`src/rtl/cdb_pkg.sv`:
```
// Constants and slot type shared by the CDB arbiter, the reservation stations and the ROB.
package cdb_pkg;

  localparam int ROB_SIZE = 16;
  localparam logic [5:0] invalidNum = 6'b010000;

  typedef struct packed {
    logic        iscast;
    logic [5:0]  robNum;
    logic [31:0] data;
  } cdb_slot_t;

endpackage

```
`src/rtl/cdb_arbiter_rr_pick2.sv`:
```
// Round-robin selector: picks the first two set bits of a mask, scanning upward from a
// rotating start pointer, and returns the pointer just past the last pick.
module rr_pick2 #(
  parameter int NUM_REQ = 4,
  parameter int PW      = $clog2(NUM_REQ)
) (
  input  logic [NUM_REQ-1:0] pending,
  input  logic [PW-1:0]      rr_ptr,
  output logic [NUM_REQ-1:0] first_mask,
  output logic [NUM_REQ-1:0] second_mask,
  output logic               first_valid,
  output logic               second_valid,
  output logic [PW-1:0]      next_ptr
);

  logic [PW-1:0] idx;

  // NOTE: every output gets a default before the loop so no path leaves it unassigned,
  // which would otherwise infer a latch.
  always_comb begin
    first_mask   = '0;
    second_mask  = '0;
    first_valid  = 1'b0;
    second_valid = 1'b0;
    next_ptr     = rr_ptr;
    idx          = '0;
    for (int k = 0; k < NUM_REQ; k++) begin
      idx = PW'((int'(rr_ptr) + k) % NUM_REQ);
      if (pending[idx]) begin
        if (!first_valid) begin
          first_valid     = 1'b1;
          first_mask[idx] = 1'b1;
          next_ptr        = PW'((int'(idx) + 1) % NUM_REQ);
        end else if (!second_valid) begin
          second_valid     = 1'b1;
          second_mask[idx] = 1'b1;
          next_ptr         = PW'((int'(idx) + 1) % NUM_REQ);
        end
      end
    end
  end

endmodule

```
`src/rtl/cdb_arbiter.sv`:
```
// Two-slot common data bus arbiter: one holding register per result producer, with a
// round-robin scheduler broadcasting up to two pending results per cycle.
module cdb_arbiter
  import cdb_pkg::*;
#(
  parameter int NUM_REQ = 4,
  parameter int ROB_W   = 6,
  parameter int DATA_W  = 32
) (
  input  logic                      clock,
  input  logic                      reset,
  input  logic [NUM_REQ-1:0]        req_valid,
  input  logic [NUM_REQ*ROB_W-1:0]  req_robNum,
  input  logic [NUM_REQ*DATA_W-1:0] req_data,
  output logic [NUM_REQ-1:0]        req_ready,
  input  logic                      flush,
  output logic [NUM_REQ-1:0]        grant,
  output logic                      CDBiscast,
  output logic [ROB_W-1:0]          CDBrobNum,
  output logic [DATA_W-1:0]         CDBdata,
  output logic                      CDBiscast2,
  output logic [ROB_W-1:0]          CDBrobNum2,
  output logic [DATA_W-1:0]         CDBdata2
);

  localparam int PW = $clog2(NUM_REQ);
  localparam logic [ROB_W-1:0] IDLE_TAG = ROB_W'(invalidNum);

  logic [NUM_REQ-1:0] pending, picked, accept;
  logic [NUM_REQ-1:0] first_mask, second_mask;
  logic               first_valid, second_valid;
  logic [PW-1:0]      rr_ptr, next_ptr;
  logic [ROB_W-1:0]   tag_q  [NUM_REQ];
  logic [DATA_W-1:0]  data_q [NUM_REQ];
  logic [ROB_W-1:0]   tag1, tag2;
  logic [DATA_W-1:0]  data1, data2;

  rr_pick2 #(.NUM_REQ(NUM_REQ), .PW(PW)) u_pick (
    .pending      (pending),
    .rr_ptr       (rr_ptr),
    .first_mask   (first_mask),
    .second_mask  (second_mask),
    .first_valid  (first_valid),
    .second_valid (second_valid),
    .next_ptr     (next_ptr)
  );

  // A register being granted this edge can reload at the same edge.
  assign picked    = first_mask | second_mask;
  assign req_ready = {NUM_REQ{~flush}} & (~pending | picked);

  // Tags at or above ROB_SIZE would alias "no dependency" in the RS, so they are dropped.
  always_comb begin
    accept = '0;
    for (int i = 0; i < NUM_REQ; i++) begin
      accept[i] = req_valid[i] && req_ready[i] &&
                  (req_robNum[i*ROB_W +: ROB_W] < ROB_W'(ROB_SIZE));
    end
  end

  always_comb begin
    tag1  = IDLE_TAG;
    data1 = '0;
    tag2  = IDLE_TAG;
    data2 = '0;
    for (int i = 0; i < NUM_REQ; i++) begin
      if (first_mask[i]) begin
        tag1  = tag_q[i];
        data1 = data_q[i];
      end
      if (second_mask[i]) begin
        tag2  = tag_q[i];
        data2 = data_q[i];
      end
    end
  end

  always_ff @(posedge clock or posedge reset) begin
    if (reset) begin
      pending    <= '0;
      rr_ptr     <= '0;
      grant      <= '0;
      CDBiscast  <= 1'b0;
      CDBrobNum  <= IDLE_TAG;
      CDBdata    <= '0;
      CDBiscast2 <= 1'b0;
      CDBrobNum2 <= IDLE_TAG;
      CDBdata2   <= '0;
    end else if (flush) begin
      pending    <= '0;
      grant      <= '0;
      CDBiscast  <= 1'b0;
      CDBrobNum  <= IDLE_TAG;
      CDBdata    <= '0;
      CDBiscast2 <= 1'b0;
      CDBrobNum2 <= IDLE_TAG;
      CDBdata2   <= '0;
    end else begin
      pending    <= (pending & ~picked) | accept;
      rr_ptr     <= next_ptr;
      grant      <= picked;
      CDBiscast  <= first_valid;
      CDBrobNum  <= tag1;
      CDBdata    <= data1;
      CDBiscast2 <= second_valid;
      CDBrobNum2 <= tag2;
      CDBdata2   <= data2;
    end
  end

  // NOTE: the payload is qualified by pending[], so it needs no reset; keeping it out of
  // the reset block lets it map onto plain flops or a small RAM.
  always_ff @(posedge clock) begin
    for (int i = 0; i < NUM_REQ; i++) begin
      if (accept[i]) begin
        tag_q[i]  <= req_robNum[i*ROB_W +: ROB_W];
        data_q[i] <= req_data[i*DATA_W +: DATA_W];
      end
    end
  end

endmodule

```
`config.mk`:
```
export PLATFORM = sky130hd
export DESIGN_NAME = cdb_arbiter
export DESIGN_NICKNAME = d
export VERILOG_FILES = /design/src/rtl/cdb_pkg.sv /design/src/rtl/cdb_arbiter_rr_pick2.sv /design/src/rtl/cdb_arbiter.sv
export SDC_FILE = /design/constraint.sdc
export NUM_CORES = 1
export LEC_CHECK = 0
export BUFFER_PORTS_ARGS = -buffer_cell sky130_fd_sc_hd__buf_2
export CAP_MARGIN = 30
export CELL_PAD_IN_SITES_DETAIL_PLACEMENT = 0
export CELL_PAD_IN_SITES_GLOBAL_PLACEMENT = 2
export CORE_ASPECT_RATIO = 0.75
export CORE_UTILIZATION = 33
export DETAILED_ROUTE_END_ITERATION = 7
export PLACE_DENSITY_LB_ADDON = 0.1
export SYNTH_ARGS = -nofsm -noshare
export SYNTH_HDL_FRONTEND = slang
export SYNTH_SLANG_ARGS = --single-unit
```
`constraint.sdc`:
```
create_clock -name clock -period 6.2 [get_ports clock]
set_input_delay 0 -clock clock [delete_from_list [all_inputs] [get_ports clock]]
set_output_delay 0 -clock clock [all_outputs]
set_load 0.05 [all_outputs]
```
==> results of run 1 <==
[power groups by stage]
stage / logic (mW) / clock network (mW) / registers [mW]
CTS: 1.73 / 1.47 / 1.90
global placement: 1.61 / 0 / 1.93
global route: 1.86 / 1.53 / 1.91
finish: 1.74 / 1.44 / 1.90
detailed placement: 1.64 / 0 / 1.93
floorplan: 0.845 / 0 / 2.17
[cell usage after synthesis, drive strengths merged (5+ instances only)]
cell      n  share of area, %
nor3      7              0.39
edfxtp  152                45
clkbuf   51               1.9
inv      10              0.37
o22ai    39               3.6
a221oi   40               4.7
o32ai    37               3.2
a21boi   37               2.7
nor2     55               2.0
buf      22               1.5
o21ai    43               2.1
a311oi   37               3.2
ha        5              0.61
a21oi    11              0.54
nand2    54               2.0
dfrtp    86                21
[cell type report]
cell class                 instances  area, sq um  area share (%)
clock inverter                    13         88.8           0.619
timing repair buffer             428         3070            21.4
tap                              399          499            3.48
multi-input combinational        423         3210            22.4
sequential                       240         6770            47.2
inverter                          10         40.0           0.279
clock buffer                      32          672            4.68
[what timing repair did]
| item | 4_1_cts | 5_1_grt |
|---|---|---|
| hold endpoints to repair | 202 | 0 |
| hold buffers | 162 | 0 |
| buffers inserted | 0 | 0 |
[per-layer routing]
| metal | global-route usage, % | routed length [um] |
|---|---|---|
| met4 | 6.00 | 873 |
| met2 | 36.5 | 16600 |
| met5 | 0 | 0 |
| met1 | 33.6 | 17200 |
| met3 | 5.12 | 2770 |
[critical path: cells and delay by family, from the launching register on]
family                   cells  cell delay (ps)
buffers and inverters        3             1340
adder cells (fa/ha/maj)      2              890
multiplexers                 1              710
flip-flops                   1              650
AND/OR/NAND/NOR              2              500
AO/OA/AOI/OAI                2              460
[stage by stage]
step	utilization (%)	power (mW)
5_1_grt	47.3	5.30
2_1_floorplan	-	3.01
4_1_cts	47.3	5.10
6_report	47.3	5.08
3_5_place_dp	39.4	3.57
3_3_place_gp	39.2	3.55
[worst max-delay path by stage]
stage | startpoint | end | slack (ps) | depth (start not counted)
finish | rr_ptr[0]$_DFFE_PP0P_ | pending[1]$_DFF_PP0_ | 1530 | 10
CTS | rr_ptr[0]$_DFFE_PP0P_ | pending[1]$_DFF_PP0_ | 1550 | 10
global route | rr_ptr[0]$_DFFE_PP0P_ | pending[1]$_DFF_PP0_ | 1270 | 10
detailed placement | rr_ptr[0]$_DFFE_PP0P_ | data_q[3][12]$_DFFE_PP_ | 1740 | 9
global placement | rr_ptr[0]$_DFFE_PP0P_ | CDBdata[30]$_DFF_PP0_ | 1720 | 8
floorplan | rr_ptr[0]$_DFFE_PP0P_ | data_q[0][0]$_DFFE_PP_ | 230 | 10
[cell families (layout without fill, tap and decap cells)]
kind of cell,count (synthesis),count (layout),synth area share (%)
xor+xnor,2,2,0.171
fa+ha+maj,7,7,0.818
buf+inv,83,483,3.81
compound gates,271,271,22.3
flops,240,240,66.0
simple gates,137,137,5.83
mux,6,6,1.09
[state kept, by name, summed over array words and instances, names as in the netlist]
signal	flops
data_q	128
CDBdata2	32
CDBdata	32
tag_q	24
CDBrobNum2	6
CDBrobNum	6
grant	4
pending	4
rr_ptr	2
CDBiscast	1
CDBiscast2	1
==> impl_metrics.toml, run 1 <==
[pwr]
combPwrFrac_pct = 34.3
pwr-share-clk_pct = 28.3
switching_share_pct = 36.9
irDropWorstVdd_mv = 0.167
power_frac_seq_pct = 37.4
p_int_mw = 3.20
leakagePower_nw = 5.71
p_per_area_nw_per_um2 = 354
p_switching_mw = 1.87

[run]
drv_cap = 0

[floorplan]
die_area_sq_um = 31800
die_w_um = 206
io_pins = 245
rows = 55
start_util_pct = 33.8
fp.coreArea_sq_um = 30300
chipHeight_um = 155

[cells_and_area]
n_fill_cell = 2794
layout.nets = 1292
n_antenna_cell = 0
fin_area_sq_um = 14300
synthToLayoutAreaGrowth_pct = 40.0
final_common_cell = "buf_2"
instances_no_fill = 1545
drive_above_1_share_pct = 32.5
final_cell_mix = "244 x buf_2, 162 x dlygate4sd3_1, 152 x edfxtp_1"

[cts]
cts-buffers-inserted = 25
cts_tree = "done"
ctsResizeCount = 0
clk_pin_slew_ps = 60
cts_max_level = 1
cts.sinks = 240
clk_path_buf_depth = 3
clockRootBuffer = "clkbuf_16"
clk_latency_ps = 540

[run_status]
status = "finished, final reports clean"

[synthesis]
synth-main-ff-cell = "edfxtp_1"
ys_ff_latch = 240
seq_area_frac_synth_pct = 66.0
async_flop_share_pct = 36.7
syn_area_sq_um = 10300
synth_edf_count = 152
avgSynthCellArea_sq_um = 13.7
yosysWarnings = 0
synth_fp_nets = 910
ys_types = 60
postSynthCellCount = 746

[drt]
drc = 0
vias = 8388
postRouteAntennaNets = 0
wl_per_cell_um = 24.3
first_pass_iters = 4
first_iter_violations = 606
via_per_inst = 5.43
finalWirelength_mm = 37.5

[critical_path]
r2r_slack_ps = 1530
worst-path-max-fanout = 39
required_ps = 6620
r2r-end = "pending[1]$_DFF_PP0_"
cp-end-kind = "flip-flop"
crit_chain = "inv_1, ha_1, mux4_2, maj3_2, nor3_2, a21o_2, buf_4, o21a_1, nor2_1, dlygate4sd3_1"
slowest_delay_ps = 710
worstPathArrival_ps = 5100
r2r-start = "rr_ptr[0]$_DFFE_PP0P_"
r2r.worst_path.cells = 10
critPathLaunchType = "flip-flop"
critPathKind = "flip-flop to flip-flop"
crit_path_top_delay_cell = "mux4_2"

[global_routing]
grt_usage_pct = 23.6
grt_max_degree = 49
first_global_vias = 8636
grt_pass1_wl_mm = 55.3
antenna_found_initial = 0
grt_overflow_total = 0

[sta]
fin_setup_tns_ps = 0
finalClockSkew_ps = 13.6
grt_setup_unrepaired = "no"
fin_crit_sh_pct = 75.4
slew_headroom_pct = 32.2
period_needed_ps = 4670
holdWs_ps = 64.3
setup_viol = 0
setup_ws_ps = 1530
timing.fmax_ghz = 0.214
worst_slew_pin_slew_ps = 1020
report.final.slew_viol_count = 0
hold_viol_final = 0

[placement]
port_buffers = 244
routabilityCongestion = 0.794
place_ws_ps = 1740
dp_hpwl_mm = 22.0
dp.cells = 1338
post_dp_cell_area_sq_um = 12000

[min_path]
worstHoldPathType = "primary input to asynchronous set/reset pin"
Note: power is estimated with default switching activity, not from simulation.
==> run 2, diff against run 1 <==
--- a/config.mk
+++ b/config.mk
@@ -10,7 +10,7 @@
 export CELL_PAD_IN_SITES_DETAIL_PLACEMENT = 0
 export CELL_PAD_IN_SITES_GLOBAL_PLACEMENT = 2
 export CORE_ASPECT_RATIO = 0.75
-export CORE_UTILIZATION = 33
+export CORE_UTILIZATION = 36
 export DETAILED_ROUTE_END_ITERATION = 7
 export PLACE_DENSITY_LB_ADDON = 0.1
 export SYNTH_ARGS = -nofsm -noshare
==> constraint.sdc (replaced) <==
create_clock -name clock -period 4.3 [get_ports clock]
set_input_delay 0 -clock clock [delete_from_list [all_inputs] [get_ports clock]]
set_output_delay 0 -clock clock [all_outputs]
set_load 0.05 [all_outputs]
==> run 2 against run 1 <==
Non-clock buffer count is 7 higher. Via count grew 0.26%. First-iteration DRC count rose by 2.1%. Sequential power increased by 43%. Global-route usage rose by 0.19 points. Highest routed layer unchanged.
==> impl_metrics.toml, run 2 (synthesis gave the netlist of run 1 again) <==
[run_status]
status = "finished, final reports clean"

[drt]
first_pass_iters = 7
drc = 0
first_iter_violations = 619
via_per_inst = 5.46
postRouteAntennaNets = 0
wl_per_cell_um = 23.0
finalWirelength_mm = 35.4
vias = 8410

[cts]
cts_tree = "done"
clk_pin_slew_ps = 60
cts-buffers-inserted = 25
clk_path_buf_depth = 3
cts.sinks = 240
clk_latency_ps = 530
clockRootBuffer = "clkbuf_16"
cts_max_level = 1

[pwr]
pwr-share-clk_pct = 27.6
p_switching_mw = 2.67
switching_share_pct = 37.0
irDropWorstVdd_mv = 0.287
combPwrFrac_pct = 34.9
p_int_mw = 4.55
power_frac_seq_pct = 37.6
leakagePower_nw = 5.72
p_per_area_nw_per_um2 = 502

[floorplan]
die_w_um = 197
chipHeight_um = 148
die_area_sq_um = 29200
rows = 53
start_util_pct = 36.6
fp.coreArea_sq_um = 28000
io_pins = 245

[placement]
routabilityCongestion = 0.806
dp_hpwl_mm = 21.4
place_ws_ps = 313
dp.cells = 1332
port_buffers = 244

[sta]
grt_setup_unrepaired = "no"
hold_viol_final = 0
finalClockSkew_ps = 17.8
slew_headroom_pct = 36.0
worst_slew_pin_slew_ps = 960
holdWs_ps = 89.1
setup_ws_ps = 207
fin_crit_sh_pct = 95.2
setup_viol = 0
period_needed_ps = 4090
report.final.slew_viol_count = 0
timing.fmax_ghz = 0.244
fin_setup_tns_ps = 0

[cells_and_area]
largestRegisters = "data_q x128, CDBdata2 x32, CDBdata x32"
top_register = "data_q"
instances_no_fill = 1540
final_common_cell = "buf_2"
largest_reg_flops = 128
drive_above_1_share_pct = 33.0
layout.nets = 1299
synthToLayoutAreaGrowth_pct = 40.2
final_cell_mix = "244 x buf_2, 161 x dlygate4sd3_1, 152 x edfxtp_1"
n_fill_cell = 2478
fin_util_pct = 51.4

[global_routing]
first_global_vias = 8601
grt_max_degree = 47
grt_overflow_total = 0
grt_pass1_wl_mm = 52.2
grt_usage_pct = 23.8
antenna_found_initial = 0

[min_path]
worstHoldPathType = "primary input to asynchronous set/reset pin"

[critical_path]
r2r_slack_ps = 210
r2r-start = "rr_ptr[1]$_DFFE_PP0N_"
r2r-end = "pending[3]$_DFF_PP0_"
slowest_delay_ps = 610
worst-path-max-fanout = 40
cp-startpoint = "rr_ptr[1]$_DFFE_PP0N_"
crit_end = "pending[3]$_DFF_PP0_"
r2r.worst_path.cells = 11
critPathKind = "flip-flop to flip-flop"
critPathLaunchType = "flip-flop"
crit_path_top_delay_cell = "mux4_2"
worstPathArrival_ps = 4510
crit_chain = "inv_1, ha_1, mux4_2, buf_4, maj3_2, nor3_2, nor2_4, buf_4, a32oi_1, nor2_1, dlygate4sd3_1"
required_ps = 4720
cp-end-kind = "flip-flop"
crit_path_frequent_cell = "buf_4"

[run]
drv_cap = 0
run 2: cell count changes in the layout (fill, tap and decap cells not counted), moves of 2 or more:
cell | before | now
a31oi_2 | 0 | 2
clkbuf_1 | 5 | 10
buf_4 | 17 | 26
a31oi_1 | 3 | 1
clkinv_1 | 5 | 3
run 2: final cells by class:
cell class | instances | area, sq um | share of cell area (%)
diodes | 1 | 2.50 | 0.0174
clock buffers | 36 | 677 | 4.71
clock inverters | 10 | 52.6 | 0.366
inverters | 10 | 40.0 | 0.279
multi-input cells | 423 | 3240 | 22.6
flip-flops and latches | 240 | 6770 | 47.1
well taps | 385 | 482 | 3.35
repair buffers | 435 | 3110 | 21.6
run 2: critical path, delay by kind of cell, from the launching register on:
family,cells,cell delay [ps]
DFF,1,480
buffers and inverters,4,1280
adders and majority gates,2,820
AOI/OAI and AO/OA,1,310
muxes,1,610
and+or+nand+nor,3,460
run 2: worst min path at each step:
stage,start,end,slack (ps),depth (start not counted)
final,reset,CDBdata2[21]$_DFF_PP0_,90,3
after global routing,reset,CDBdata2[21]$_DFF_PP0_,140,3
after CTS,reset,rr_ptr[0]$_DFFE_PP0P_,110,3
after detailed placement,reset,CDBdata[19]$_DFF_PP0_,120,2
after global placement,reset,CDBdata[19]$_DFF_PP0_,110,2
after floorplan,req_data[0],data_q[0][0]$_DFFE_PP_,100,0
run 2: per-stage QoR:
stage,cell area [sq um],power (mW)
4_1_cts,14400,7.24
3_3_place_gp,12000,5.10
3_5_place_dp,12000,5.13
6_report,14400,7.22
5_1_grt,14400,7.51
2_1_floorplan,10300,4.36
run 2: metal layers:
metal | wire length [um] | share of wire, % | vias to the layer above | track usage [%]
met1 | 16200 | 46 | 4241 | 34.8
met5 | 0 | 0 | - | 0
met2 | 16200 | 46 | 372 | 37.5
met4 | 623 | 1.8 | 0 | 5.50
met3 | 2320 | 6.6 | 45 | 3.49
li1 | - | - | 3752 | -
run 2: repair_timing:
action | CTS | global route
gates resized for setup | 0 | 1
buffers inserted | 0 | 0
endpoints found under the hold margin | 203 | 0
hold buffers | 161 | 0
setup endpoints to repair | 0 | 1
run 2: power groups by stage:
stage	combinational, mW	clock, mW	sequential [mW]
after detailed placement	2.37	0	2.75
after global placement	2.35	0	2.75
after floorplan	1.23	0	3.13
after global routing	2.66	2.12	2.73
after CTS	2.50	2.03	2.71
final	2.52	1.99	2.71
==> run 3, diff against run 2 <==
==> constraint.sdc (replaced) <==
create_clock -name clock -period 4.3 [get_ports clock]
set_input_delay 1.075 -clock clock [delete_from_list [all_inputs] [get_ports clock]]
set_output_delay 1.075 -clock clock [all_outputs]
set_load 0.05 [all_outputs]
==> run 3 against run 2 <==
Via count decreased by 6.7%. Hold slack improved by 410 ps. Routed wire length decreased by 0.58%. Critical path depth decreased by 3. Sequential share of layout area rose by 4.7 points. Global-route usage barely moved. Total power grew 5.7%. Non-clock buffer count is 160 lower. Clock skew fell by 3.3 ps. Core utilization fell by 4.6 points. Clock power is 23% higher. Register-to-register slack improved by 490 ps. Critical path type is now flip-flop to output pin. Largest power group unchanged.
==> impl_metrics.toml, run 3 (synthesis gave the netlist of run 1 again) <==
[cells_and_area]
layout.nets = 1140
instances_no_fill = 1382
top_register = "data_q"
n_fill_cell = 2580
final_cell_mix = "241 x buf_2, 152 x edfxtp_1, 85 x dfrtp_1"
final_common_cell = "buf_2"
largestRegisters = "data_q x128, CDBdata2 x32, CDBdata x32"
largest_reg_flops = 128
synthToLayoutAreaGrowth_pct = 27.5
drive_above_1_share_pct = 40.2

[drt]
drc = 0
first_iter_violations = 585
wl_per_cell_um = 25.4
vias = 7844
finalWirelength_mm = 35.2
via_per_inst = 5.68
postRouteAntennaNets = 0
first_pass_iters = 5

[critical_path]
worstPathArrival_ps = 3100
r2r-end = "data_q[0][2]$_DFFE_PP_"
r2r.worst_path.cells = 8
critPathLaunchType = "flip-flop"
cp-end-kind = "output pin"
r2r_slack_ps = 700
critPathKind = "flip-flop to output pin"
required_ps = 3220
worst-path-max-fanout = 4
r2r-start = "pending[0]$_DFF_PP0_"

[sta]
holdWs_ps = 495
slew_headroom_pct = 30.5
setup_ws_ps = 125
setup_viol = 0
worst_slew_pin_slew_ps = 1040
period_needed_ps = 4180
report.final.slew_viol_count = 0
finalClockSkew_ps = 14.5
hold_viol_final = 0
timing.fmax_ghz = 0.240
fin_crit_sh_pct = 97.1
grt_setup_unrepaired = "yes"

[min_path]
worstHoldPathType = "primary input to asynchronous set/reset pin"

[floorplan]
start_util_pct = 36.6
io_pins = 245
rows = 53
die_area_sq_um = 29200
chipHeight_um = 148
die_w_um = 197
fp.coreArea_sq_um = 28000

[global_routing]
antenna_found_initial = 4
grt_usage_pct = 23.8
grt_max_degree = 54
grt_pass1_wl_mm = 51.3
first_global_vias = 8069
grt_overflow_total = 0

[cts]
cts_tree = "done"
cts_max_level = 1
cts.sinks = 240
clk_path_buf_depth = 3
clk_latency_ps = 550
clk_pin_slew_ps = 60
cts-buffers-inserted = 26
clockRootBuffer = "clkbuf_16"

[placement]
dp_hpwl_mm = 20.7
place_ws_ps = 122
dp.cells = 1328
routabilityCongestion = 0.879
port_buffers = 244

[pwr]
leakagePower_nw = 5.17
p_per_area_nw_per_um2 = 583
irDropWorstVdd_mv = 0.256
p_total_mw = 7.63

[run]
drv_cap = 0

[run_status]
status = "finished, final reports clean"
-- run 3: stage by stage --
stage / TNS [ps] / cell area (sq um) / util (%)
3_5_place_dp: 0 / 12100 / 43.1
5_1_grt: -16.9 / 13100 / 46.7
2_1_floorplan: -245 / 10300 / -
3_3_place_gp: 0 / 12000 / 42.9
4_1_cts: 0 / 13100 / 46.6
6_report: 0 / 13100 / 46.7
-- run 3: area by class of cell --
| type | count | area, sq um | share of cell area [%] |
|---|---|---|---|
| clock buffers | 34 | 763 | 5.84 |
| multi-input cells | 423 | 3290 | 25.2 |
| clock inverters | 14 | 180 | 1.38 |
| well taps | 385 | 482 | 3.68 |
| flip-flops and latches | 240 | 6770 | 51.8 |
| repair buffers | 275 | 1550 | 11.8 |
| inverters | 10 | 40.0 | 0.306 |
| diodes | 1 | 2.50 | 0.0191 |
-- run 3: critical path: stages (launching register included) --
cell      delay (ps)
dfrtp_2          350
inv_1             90
ha_4             310
mux4_2           550
maj3_2           390
nor3_2           310
nor2_4            70
a31oi_2          210
clkbuf_4         270
-- run 3: power by group --
part | internal [mW] | switching (mW)
registers | 2.63 | 0.0708
clock network | 1.49 | 0.957
logic | 0.773 | 1.70
-- run 3: how the worst max path moves through the flow --
stage                           from  slack, ps                      to
3_5_place_dp   rr_ptr[1]$_DFFE_PP0N_        120            req_ready[1]
3_3_place_gp   rr_ptr[1]$_DFFE_PP0N_        260            req_ready[3]
5_1_grt        rr_ptr[1]$_DFFE_PP0N_        -20            req_ready[1]
2_1_floorplan  rr_ptr[0]$_DFFE_PP0P_         -6  data_q[1][0]$_DFFE_PP_
6_report       rr_ptr[1]$_DFFE_PP0N_        120            req_ready[3]
4_1_cts        rr_ptr[0]$_DFFE_PP0P_        0.6            req_ready[0]
-- run 3: timing repair --
item,CTS,global route
hold buffers,0,0
gates resized for setup,7,8
hold endpoints to repair,0,0
pin swaps,3,3
setup buffers,4,1
setup endpoints to repair,4,4
-- run 3: layer usage --
| layer | part of all wire (%) | track usage [%] | vias to the layer above |
|---|---|---|---|
| li1 | - | - | 3424 |
| met1 | 45 | 33.7 | 3958 |
| met2 | 46 | 37.2 | 391 |
| met3 | 7.4 | 4.99 | 65 |
| met4 | 2.0 | 6.36 | 6 |
| met5 | 0.10 | 0 | - |
